==> config.mk <==
export PLATFORM = sky130hd
export DESIGN_NAME = imm_extend_unit
export DESIGN_NICKNAME = d
export VERILOG_FILES = /design/src/rtl/imm_ext_pkg.sv /design/src/rtl/imm_ext_skid.sv /design/src/rtl/imm_extend_unit.sv
export SDC_FILE = /design/constraint.sdc
export NUM_CORES = 1
export LEC_CHECK = 0
export BUFFER_PORTS_ARGS = -buffer_cell sky130_fd_sc_hd__buf_2
export CAP_MARGIN = 15
export CORE_MARGIN = 3
export CORE_UTILIZATION = 35
export CTS_BUF_LIST = sky130_fd_sc_hd__clkbuf_4
export CTS_CLUSTER_DIAMETER = 40
export CTS_CLUSTER_SIZE = 10
export DETAILED_ROUTE_END_ITERATION = 10
export GPL_ROUTABILITY_DRIVEN = 0
export PLACE_DENSITY = 0.64
export SYNTH_ARGS = -nofsm -noshare
export SYNTH_HDL_FRONTEND = slang
export SYNTH_SLANG_ARGS = --single-unit
export TNS_END_PERCENT = 1
==> constraint.sdc <==
create_clock -name clk -period 2.65 [get_ports clk]
set_clock_uncertainty 0.15 [all_clocks]
set_input_delay 0.265 -clock clk [delete_from_list [all_inputs] [get_ports clk]]
set_output_delay 0.265 -clock clk [all_outputs]
set_load 0.02 [all_outputs]
==> src/rtl/imm_ext_pkg.sv <==
// Package shared by the immediate extender and its skid buffer.
//   MODE_*        : extension mode codes carried on in_mode
//   skid_state_e  : occupancy state of the 2-entry skid buffer
//   ext_imm()     : width-generic immediate extension. It works on a 64-bit
//                   container so one function serves every IN_W/OUT_W pair;
//                   callers cast the result down to OUT_W.
package imm_ext_pkg;

    localparam logic [1:0] MODE_SIGN   = 2'd0;
    localparam logic [1:0] MODE_ZERO   = 2'd1;
    localparam logic [1:0] MODE_UPPER  = 2'd2;
    localparam logic [1:0] MODE_BRANCH = 2'd3;

    typedef enum logic [1:0] {
        SKID_EMPTY = 2'd0,
        SKID_ONE   = 2'd1,
        SKID_TWO   = 2'd2
    } skid_state_e;

    function automatic logic [63:0] ext_imm(
        input logic [63:0] imm,
        input logic [1:0]  mode,
        input int unsigned in_w,
        input int unsigned out_w
    );
        logic [63:0] in_mask;
        logic [63:0] out_mask;
        logic [63:0] raw;
        logic [63:0] sext;
        logic [63:0] res;
        in_mask  = ~({64{1'b1}} << in_w);
        out_mask = ~({64{1'b1}} << out_w);
        raw      = imm & in_mask;
        // Sign bit fetched by shifting rather than a variable bit-select.
        sext     = (((raw >> (in_w - 1)) & 64'd1) != 64'd0) ? (raw | ~in_mask) : raw;
        case (mode)
            MODE_SIGN:  res = sext;
            MODE_ZERO:  res = raw;
            MODE_UPPER: res = raw << (out_w - in_w);
            default:    res = sext << 2;  // MODE_BRANCH: word offset to byte offset
        endcase
        return res & out_mask;
    endfunction

endpackage

==> src/rtl/imm_ext_skid.sv <==
// Generic 2-entry valid/ready skid buffer.
// Ports:
//   clk, reset     : rising-edge clock, synchronous active-high reset
//   in_valid_i     : producer offers in_data_i
//   in_ready_o     : buffer can accept (registered, no path from out_ready_i)
//   in_data_i      : W-bit payload
//   out_ready_i    : consumer accepts out_data_o
//   out_data_o     : oldest buffered entry (main register)
//   state_o        : occupancy state; out_valid is state_o != SKID_EMPTY
//
// Handshake: a beat moves on an interface in a cycle where valid and ready
// are both high at the rising edge. A producer whose valid is high while
// ready is low must hold its payload unchanged; the buffer never drops,
// duplicates or reorders beats, and out_data_o is stable while unaccepted.
module imm_ext_skid
    import imm_ext_pkg::*;
#(
    parameter int W = 37
) (
    input  logic        clk,
    input  logic        reset,
    input  logic        in_valid_i,
    output logic        in_ready_o,
    input  logic [W-1:0] in_data_i,
    input  logic        out_ready_i,
    output logic [W-1:0] out_data_o,
    output skid_state_e state_o
);

    skid_state_e  state_q, state_d;
    logic [W-1:0] main_q, main_d;
    logic [W-1:0] skid_q, skid_d;
    logic         in_ready_q, in_ready_d;
    logic         accept;
    logic         xfer;

    assign accept = in_valid_i & in_ready_q;
    assign xfer   = (state_q != SKID_EMPTY) & out_ready_i;

    always_comb begin
        state_d = state_q;
        main_d  = main_q;
        skid_d  = skid_q;
        case (state_q)
            SKID_EMPTY: begin
                if (accept) begin
                    main_d  = in_data_i;
                    state_d = SKID_ONE;
                end
            end
            SKID_ONE: begin
                if (accept && xfer) begin
                    // Departing entry leaves main; the new one takes its place.
                    main_d = in_data_i;
                end else if (accept) begin
                    skid_d  = in_data_i;
                    state_d = SKID_TWO;
                end else if (xfer) begin
                    state_d = SKID_EMPTY;
                end
            end
            SKID_TWO: begin
                // in_ready is low here, so only a transfer can happen.
                if (xfer) begin
                    main_d  = skid_q;
                    state_d = SKID_ONE;
                end
            end
            default: state_d = SKID_EMPTY;
        endcase
        // Ready is a registered look-ahead of the next occupancy.
        in_ready_d = (state_d != SKID_TWO);
    end

    always_ff @(posedge clk) begin
        if (reset) begin
            state_q    <= SKID_EMPTY;
            main_q     <= '0;
            skid_q     <= '0;
            in_ready_q <= 1'b1;
        end else begin
            state_q    <= state_d;
            main_q     <= main_d;
            skid_q     <= skid_d;
            in_ready_q <= in_ready_d;
        end
    end

    assign in_ready_o = in_ready_q;
    assign out_data_o = main_q;
    assign state_o    = state_q;

endmodule

==> src/rtl/imm_extend_unit.sv <==
// Pipelined immediate extender for the decode stage.
// The immediate is extended combinationally and registered on entry into a
// 2-entry skid buffer, giving 1-cycle latency and full throughput.
// Ports:
//   clk, reset           : rising-edge clock, synchronous active-high reset
//   in_valid / in_ready  : input handshake (in_ready registered)
//   in_imm [IN_W]        : raw immediate
//   in_mode [2]          : 0 sign, 1 zero, 2 upper (LUI), 3 branch offset
//   in_tag [TAG_W]       : sideband passed through with the result
//   out_valid/out_ready  : output handshake
//   out_data [OUT_W]     : extended result of the oldest entry
//   out_tag [TAG_W]      : tag of the result on out_data
module imm_extend_unit
    import imm_ext_pkg::*;
#(
    parameter int IN_W  = 16,
    parameter int OUT_W = 32,
    parameter int TAG_W = 5
) (
    input  logic             clk,
    input  logic             reset,
    input  logic             in_valid,
    output logic             in_ready,
    input  logic [IN_W-1:0]  in_imm,
    input  logic [1:0]       in_mode,
    input  logic [TAG_W-1:0] in_tag,
    output logic             out_valid,
    input  logic             out_ready,
    output logic [OUT_W-1:0] out_data,
    output logic [TAG_W-1:0] out_tag
);

    localparam int W = OUT_W + TAG_W;

    logic [OUT_W-1:0] ext_data;
    logic [W-1:0]     skid_out;
    skid_state_e      skid_state;

    assign ext_data = OUT_W'(ext_imm(64'(in_imm), in_mode, IN_W, OUT_W));

    imm_ext_skid #(
        .W(W)
    ) u_skid (
        .clk        (clk),
        .reset      (reset),
        .in_valid_i (in_valid),
        .in_ready_o (in_ready),
        .in_data_i  ({in_tag, ext_data}),
        .out_ready_i(out_ready),
        .out_data_o (skid_out),
        .state_o    (skid_state)
    );

    assign out_valid = (skid_state != SKID_EMPTY);
    assign out_tag   = skid_out[W-1:OUT_W];
    assign out_data  = skid_out[OUT_W-1:0];

endmodule
==> results of run 1 <==
[worst max-delay path, delay by kind of cell]
family	cells	cell delay, ns
AOI/OAI and AO/OA	2	0.26
buffers and inverters	3	1.02
and+or+nand+nor	2	0.76
[final timing paths]
kind | start | endpoint | slack, ns | cells after the start
min | in_valid | u_skid.in_ready_o | 0.04 | 3
min reg2reg | u_skid.skid_q[0] | u_skid.skid_q[0] | 0.31 | 2
max | out_ready | u_skid.out_data_o[30] | 0.54 | 7
max reg2reg | u_skid.state_o[0] | u_skid.out_data_o[30] | 0.55 | 5
[per-layer routing]
layer / wire length [um] / global-route usage [%] / share of wire (%)
met4: 132 / 6.05 / 1.5
met5: 0 / 0 / 0
met2: 3880 / 25.3 / 45
met1: 3980 / 23.3 / 46
met3: 591 / 3.59 / 6.9
[layout make-up]
class                           count  area (um^2)
Tap cell                          108          135
Multi-Input combinational cell    270         1570
Clock inverter                      5          124
Fill cell                         857         4970
Clock buffer                       10         75.1
Sequential cell                    77         1540
Inverter                            2         7.51
Timing Repair Buffer               81          465
[cells in the mapped netlist, types with 2 or more instances]
library cell and n:
dfxtp_1 77, nand2_1 59, a21oi_1 36, o21ai_0 28, nor2_1 26, clkbuf_1 23, nand2b_1 17, o22ai_1 15
o2bb2ai_1 15, a211oi_1 14, a22o_1 14, a22oi_1 14, buf_2 10, a311oi_1 8, nand3_1 4, buf_1 3
mux2i_1 2, nor2b_1 2, nor3_1 2, or2_2 2
[flip-flops by register name, indices dropped and copies added (netlist names)]
| name | cells |
|---|---|
| u_skid.out_data_o | 37 |
| u_skid.skid_q | 37 |
| u_skid.state_o | 2 |
| u_skid.in_ready_o | 1 |
[cells by family after synthesis]
group,Yosys count,synth area share [%]
and+or+nand+nor,119,16.5
buffers and inverters,39,4.98
AOI/OAI and AO/OA,149,30.7
muxes,2,0.613
DFF,77,47.2
[power breakdown]
group | internal [mW] | switching (mW)
registers | 1.22 | 0.0337
logic | 0.141 | 0.245
clock network | 0.576 | 0.394
total | 1.94 | 0.673
[metrics by stage]
stage	power (mW)	std cells	hold WS, ns	area (um^2)
final	2.61	553	0.0367	3920
after global routing	2.72	553	0.0495	3920
after CTS	2.63	553	0.0243	3920
after detailed placement	1.66	530	0.295	3640
after global placement	1.65	530	0.290	3640
after floorplan	1.53	386	0.233	3270
==> results.toml, run 1 <==
[critical_path]
cp_slowest_stage_delay_ns = 0.53
cp_slowest_cell = "dlygate4sd3_1"
crit_required_ns = 2.85
crit_fanout = 15
end_kind = "flip-flop"
cp.arrival_ns = 2.31
start_kind = "input port"
path_cells = "dlygate4sd3_1, buf_2, nor2b_1, o31ai_4, nor2_2, buf_4, o2bb2ai_1"
critical_path_class = "input port to flip-flop"

[global_route]
grt_pass1_wl_mm = 13.7
overflow = 0
grt_pass1_vias = 2683
antenna_found_initial = 0
grt_max_degree = 52
grt_usage_pct = 16.7

[sta]
finalSetupViolCount = 0
final-max-slew-violation-count = 0
fmax_mhz = 473
worstMarginPinSlew_ns = 0.883
rsz0062_at_grt = "no"
fin_crit_sh_pct = 79.7
max_slew_margin_pct = 41.1
setup_slack_ns = 0.538
hold_violations = 0
min_period_ns = 2.11
final.setup.tns_ns = 0

[clock_tree]
clk_path_buf_depth = 2
clkSinkCount = 77
cts_buffers = 9
root_buffer = "clkbuf_4"
cts.htree.levels = 3
cts_setup_buffers = 0
cts_tree = "built"
cts.clk_slew.worst_paths_ns = 0.11
postCtsHoldBufs = 8
clkLatencyLatePin_ns = 0.43
ctsResizeCount = 0

[placement]
dp_hpwl_mm = 5.79
io_buffer_count = 65
place_ws_ns = 0.580

[synthesis]
synth_fp_nets = 413
seq_area_frac_synth_pct = 47.2
synth_seq_cells = 77
synth_top_area_share_pct = 47.2
async_flop_share_pct = 0
yosys.cell_types.count = 35
syn_inst = 386
ys_top_cells_by_area = "dfxtp_1, nand2_1, a21oi_1, o21ai_0, o2bb2ai_1"
syn_area_um2 = 3270
synth_top_area_cell = "dfxtp_1"
ys.flop_type = "dfxtp_1"
synth_edf_count = 0
ys_warn_count = 0
avgSynthCellArea_um2 = 8.46

[run]
drv_cap = 0

[route]
antenna_left = 0
wl_per_cell_um = 15.5
drtIter0Drc = 220
via_per_inst = 5.38
drc_errors = 0
drtPass1Iterations = 4
routed_wirelength_mm = 8.59
num_vias = 2973

[floorplanning]
fp.coreArea_um2 = 8890
rows = 34
io_pins = 66
die_area_um2 = 10500
start_util_pct = 36.7
die_y_um = 103
die_x_um = 103

[finish]
final_cell_mix = "dfxtp_1, buf_2, nand2_1, a21oi_1, o21ai_0"
drive_gt1_share_pct = 21.1
num_antenna_cells = 0
final_common_cell = "dfxtp_1"
finalNetCount = 468
synthToLayoutAreaGrowth_pct = 20.1
final_util_pct = 44.1

[power_and_ir_drop]
peakVddDrop_mv = 0.345
power_leakage_nw = 1.51
power.density_nw_per_um2 = 666

[hold_path]
hold_path.class = "input port to flip-flop"

[status]
outcome = "finished, final reports clean"
(Power assumes the default switching activity.)
==> run 2, diff against run 1 <==
- PLACE_DENSITY: 0.64 -> 0.66
- clock period: 2.65 -> 1.9 ns (I/O delays scaled with it)
==> results.toml, run 2 (synthesis gave the netlist of run 1 again) <==
[status]
outcome = "finished, final reports clean"

[global_route]
grt_max_degree = 52
grt_pass1_vias = 2931
grt_pass1_wl_mm = 14.3
grt_use_met1_pct = 23.2
overflow = 0
met3_usage_pct = 5.62
grt_usage_pct = 17.4
grt.busiest_layer = "met2"
met2_usage_pct = 26.9
antenna_found_initial = 0

[route]
drc_errors = 0
antenna_left = 0
routed_wirelength_mm = 8.84
drtPass1Iterations = 5
drtIter0Drc = 245
wl_per_cell_um = 15.8
num_vias = 3068
via_per_inst = 5.47

[floorplanning]
start_util_pct = 36.7
rows = 34
io_pins = 66
die_y_um = 103
die_area_um2 = 10500
die_x_um = 103
fp.coreArea_um2 = 8890

[clock_tree]
clkLatencyLatePin_ns = 0.43
cts_setup_buffers = 0
cts.htree.levels = 3
root_buffer = "clkbuf_4"
clk_path_buf_depth = 2
cts_buffers = 9
cts_tree = "built"
clkSinkCount = 77
cts.clk_slew.worst_paths_ns = 0.12

[sta]
max_slew_margin_pct = 52.8
fin_crit_sh_pct = 90.4
final.setup.tns_ns = 0
fmax_mhz = 582
min_period_ns = 1.72
final-max-slew-violation-count = 0
rsz0062_at_grt = "no"
finalSetupViolCount = 0
hold_violations = 0
worstMarginPinSlew_ns = 0.707
hold_slack_ns = 0.0433

[finish]
finalNetCount = 475
final_cell_mix = "dfxtp_1, buf_2, nand2_1, a21oi_1, o21ai_0"
num_antenna_cells = 0
final_common_cell = "dfxtp_1"
drive_gt1_share_pct = 23.2
final_util_pct = 44.2
multi_input_area_um2 = 1580
fillers = 861
synthToLayoutAreaGrowth_pct = 20.5
design_area_um2 = 3930
stdcell_count = 561
seq_area_um2 = 1540

[critical_path]
cp.arrival_ns = 1.90
critical_path_class = "flip-flop to flip-flop"
crit_required_ns = 2.09
crit_fanout = 16
end_kind = "flip-flop"
start_kind = "flip-flop"

[placement]
dpl.cell_count = 536
placed_area_um2 = 3700
dp_hpwl_mm = 6.21
io_buffer_count = 65

[hold_path]
hold_path.class = "input port to flip-flop"

[power_and_ir_drop]
power.density_nw_per_um2 = 836
power_leakage_nw = 1.52
peakVddDrop_mv = 0.427

[run]
drv_cap = 0
run 2: changes by cell type in the layout (fill, tap and decap cells not counted), moves of 2 or more:
cell        delta
bufinv_16      -3
clkinvlp_4     +2
clkinv_2       +2
buf_4          +5
run 2: routing by layer:
metal  routed length (um)  vias to the layer above
met1                 3870                     1418
met3                  778                       12
met5                    0                        -
met2                 4060                      120
li1                     -                     1518
met4                  125                        0
run 2: path summary, 6_finish.rpt:
check        slack [ns]  cells after the start         startpoint                     to
max                0.18                      5  u_skid.state_o[0]  u_skid.out_data_o[32]
min                0.04                      2              reset      u_skid.skid_q[11]
max reg2reg        0.18                      5  u_skid.state_o[0]  u_skid.out_data_o[32]
min reg2reg        0.32                      2   u_skid.skid_q[0]       u_skid.skid_q[0]
run 2: report_power, final:
group          total [mW]  switching [mW]  leakage, nW  internal [mW]
Combinational       0.560           0.350        0.815          0.209
Clock               0.979           0.566       0.0724          0.413
Sequential           1.75          0.0474        0.628           1.70
Total                3.29           0.964         1.52           2.32
run 2: metrics by stage:
stage / total power, mW / setup slack [ns]
final: 3.29 / 0.183
after global routing: 3.45 / 0.0293
after CTS: 3.33 / 0.0877
after detailed placement: 2.33 / 0.0947
after global placement: 2.32 / 0.121
after floorplan: 2.13 / 0.116
run 2: final cells by class:
type	count	area share [%]
well taps	108	3.44
inverters	2	0.191
multi-input cells	270	40.1
clock inverters	6	1.62
flip-flops and latches	77	39.2
clock buffers	10	1.91
repair buffers	88	13.5
run 2: critical path, cell delays in order (launching register included):
cell and delay [ns]:
dfxtp_1 0.40, nor2b_1 0.19, o31ai_4 0.30, buf_4 0.28, nor2_1 0.07, a311oi_1 0.24
run 2: timing repair:
action                                  CTS  global route
endpoints found under the setup margin    0            15
hold buffers                              9             0
hold endpoints to repair                 16             0
resized for setup                         0             3
==> run 3, diff against run 2 <==
- CORE_UTILIZATION: 35 -> 40
- PLACE_DENSITY: 0.66 -> 0.73
==> results.toml, run 3 (synthesis gave the netlist of run 1 again) <==
[status]
outcome = "finished, final reports clean"

[placement]
dpl.cell_count = 532
io_buffer_count = 65
dp_hpwl_mm = 5.84
place_ws_ns = -0.212

[critical_path]
cp_slowest_stage_delay_ns = 0.52
critPathTopFamily = "buffers and inverters"
path_cells = "dlygate4sd3_1, buf_2, nor2b_1, o31ai_4, buf_6, and2b_4, a22o_1"
path_depth = 7
end_kind = "flip-flop"
crit_start = "out_ready"
start_kind = "input port"
crit_fanout = 18
crit_required_ns = 2.12
worstRegToRegCells = 5
cp_slowest_cell = "dlygate4sd3_1"
crit_buf_inv = 3
critical_path_class = "input port to flip-flop"
cp.arrival_ns = 2.03
r2r-start = "u_skid.state_o[0]"

[hold_path]
hold_path.class = "input port to flip-flop"
whs_path_depth = 3
min-delay-start = "in_imm[8]"

[finish]
stdcell_count = 558
synthToLayoutAreaGrowth_pct = 20.8
drive_gt1_share_pct = 22.6
fillers = 758
num_antenna_cells = 0
seq_area_um2 = 1540
multi_input_area_um2 = 1590
final_cell_mix = "dfxtp_1, buf_2, nand2_1, a21oi_1, o21ai_0"
final_common_cell = "dfxtp_1"
finalNetCount = 478

[route]
drtIter0Drc = 271
antenna_left = 0
wl_per_cell_um = 15.7
num_vias = 3074
drtPass1Iterations = 5
via_per_inst = 5.51
drc_errors = 0
routed_wirelength_mm = 8.78

[clock_tree]
root_buffer = "clkbuf_4"
cts_setup_buffers = 0
clkSinkCount = 77
cts_buffers = 9
cts.htree.levels = 3
clk_path_buf_depth = 2
cts.clk_slew.worst_paths_ns = 0.11
clkLatencyLatePin_ns = 0.42
cts_tree = "built"

[sta]
hold_slack_ns = 0.0616
max_slew_margin_pct = 52.3
fmax_mhz = 553
worstMarginPinSlew_ns = 0.715
rsz0062_at_grt = "no"
min_period_ns = 1.81
setup_slack_ns = 0.0926
fin_crit_sh_pct = 95.1
finalSetupViolCount = 0
hold_violations = 0
final-max-slew-violation-count = 0

[global_route]
grt_usage_pct = 19.5
grt_max_degree = 52
overflow = 0
grt_pass1_vias = 2849
antenna_found_initial = 0
grt_pass1_wl_mm = 13.9

[floorplanning]
die_y_um = 96.4
start_util_pct = 41.8
die_x_um = 96.4
io_pins = 66
fp.coreArea_um2 = 7810
die_area_um2 = 9280
rows = 32

[power_and_ir_drop]
power.density_nw_per_um2 = 830
power_leakage_nw = 1.53
power_mw = 3.27
peakVddDrop_mv = 0.386

[run]
drv_cap = 0
## run 3: report_power, final
group	internal [mW]	switching [mW]	total, mW	leakage [nW]
clock	0.401	0.555	0.956	0.0689
sequential	1.70	0.0455	1.75	0.628
combinational	0.215	0.355	0.570	0.829
total	2.32	0.955	3.27	1.53
## run 3: worst paths after layout
kind	end	slack [ns]
setup / recovery	u_skid.out_data_o[9]	0.09
setup reg to reg	u_skid.out_data_o[9]	0.11
hold reg to reg	u_skid.skid_q[35]	0.32
hold / removal	u_skid.skid_q[10]	0.06
## run 3: worst reg2reg max path, delay by kind of cell (launching register included)
family                 cells  cell delay (ns)
AOI/OAI and AO/OA          2             0.54
and+or+nand+nor            2             0.46
DFF                        1             0.35
buffers and inverters      1             0.24
## run 3: layer usage
layer / track usage, % / share of wire, % / wire length (um) / vias to the layer above
li1: - / - / - / 1525
met1: 26.3 / 46 / 4060 / 1419
met2: 28.5 / 44 / 3900 / 114
met3: 4.46 / 7.2 / 630 / 16
met4: 10.7 / 2.1 / 187 / 0
met5: 0 / 0 / 0 / -
## run 3: area by class of cell
cell class                 instances  share of cell area (%)
sequential                        77                    39.1
clock buffer                      10                    1.90
multi-input combinational        271                    40.2
tap                              102                    3.24
timing repair buffer              90                    14.0
inverter                           2                   0.190
clock inverter                     6                    1.36
## run 3: metrics by stage
stage | util, % | TNS (ns) | area, um^2
after floorplan | - | 0 | 3270
after CTS | 50.4 | 0 | 3930
after detailed placement | 47.5 | -4.70 | 3710
final | 50.5 | 0 | 3940
after global placement | 47.5 | -2.27 | 3710
after global routing | 50.5 | 0 | 3940
## run 3: timing repair
item	CTS	global route
cloned	0	1
pin swaps	0	1
setup endpoints to repair	29	11
resized for setup	2	2
hold buffers	9	0
hold endpoints to repair	16	0
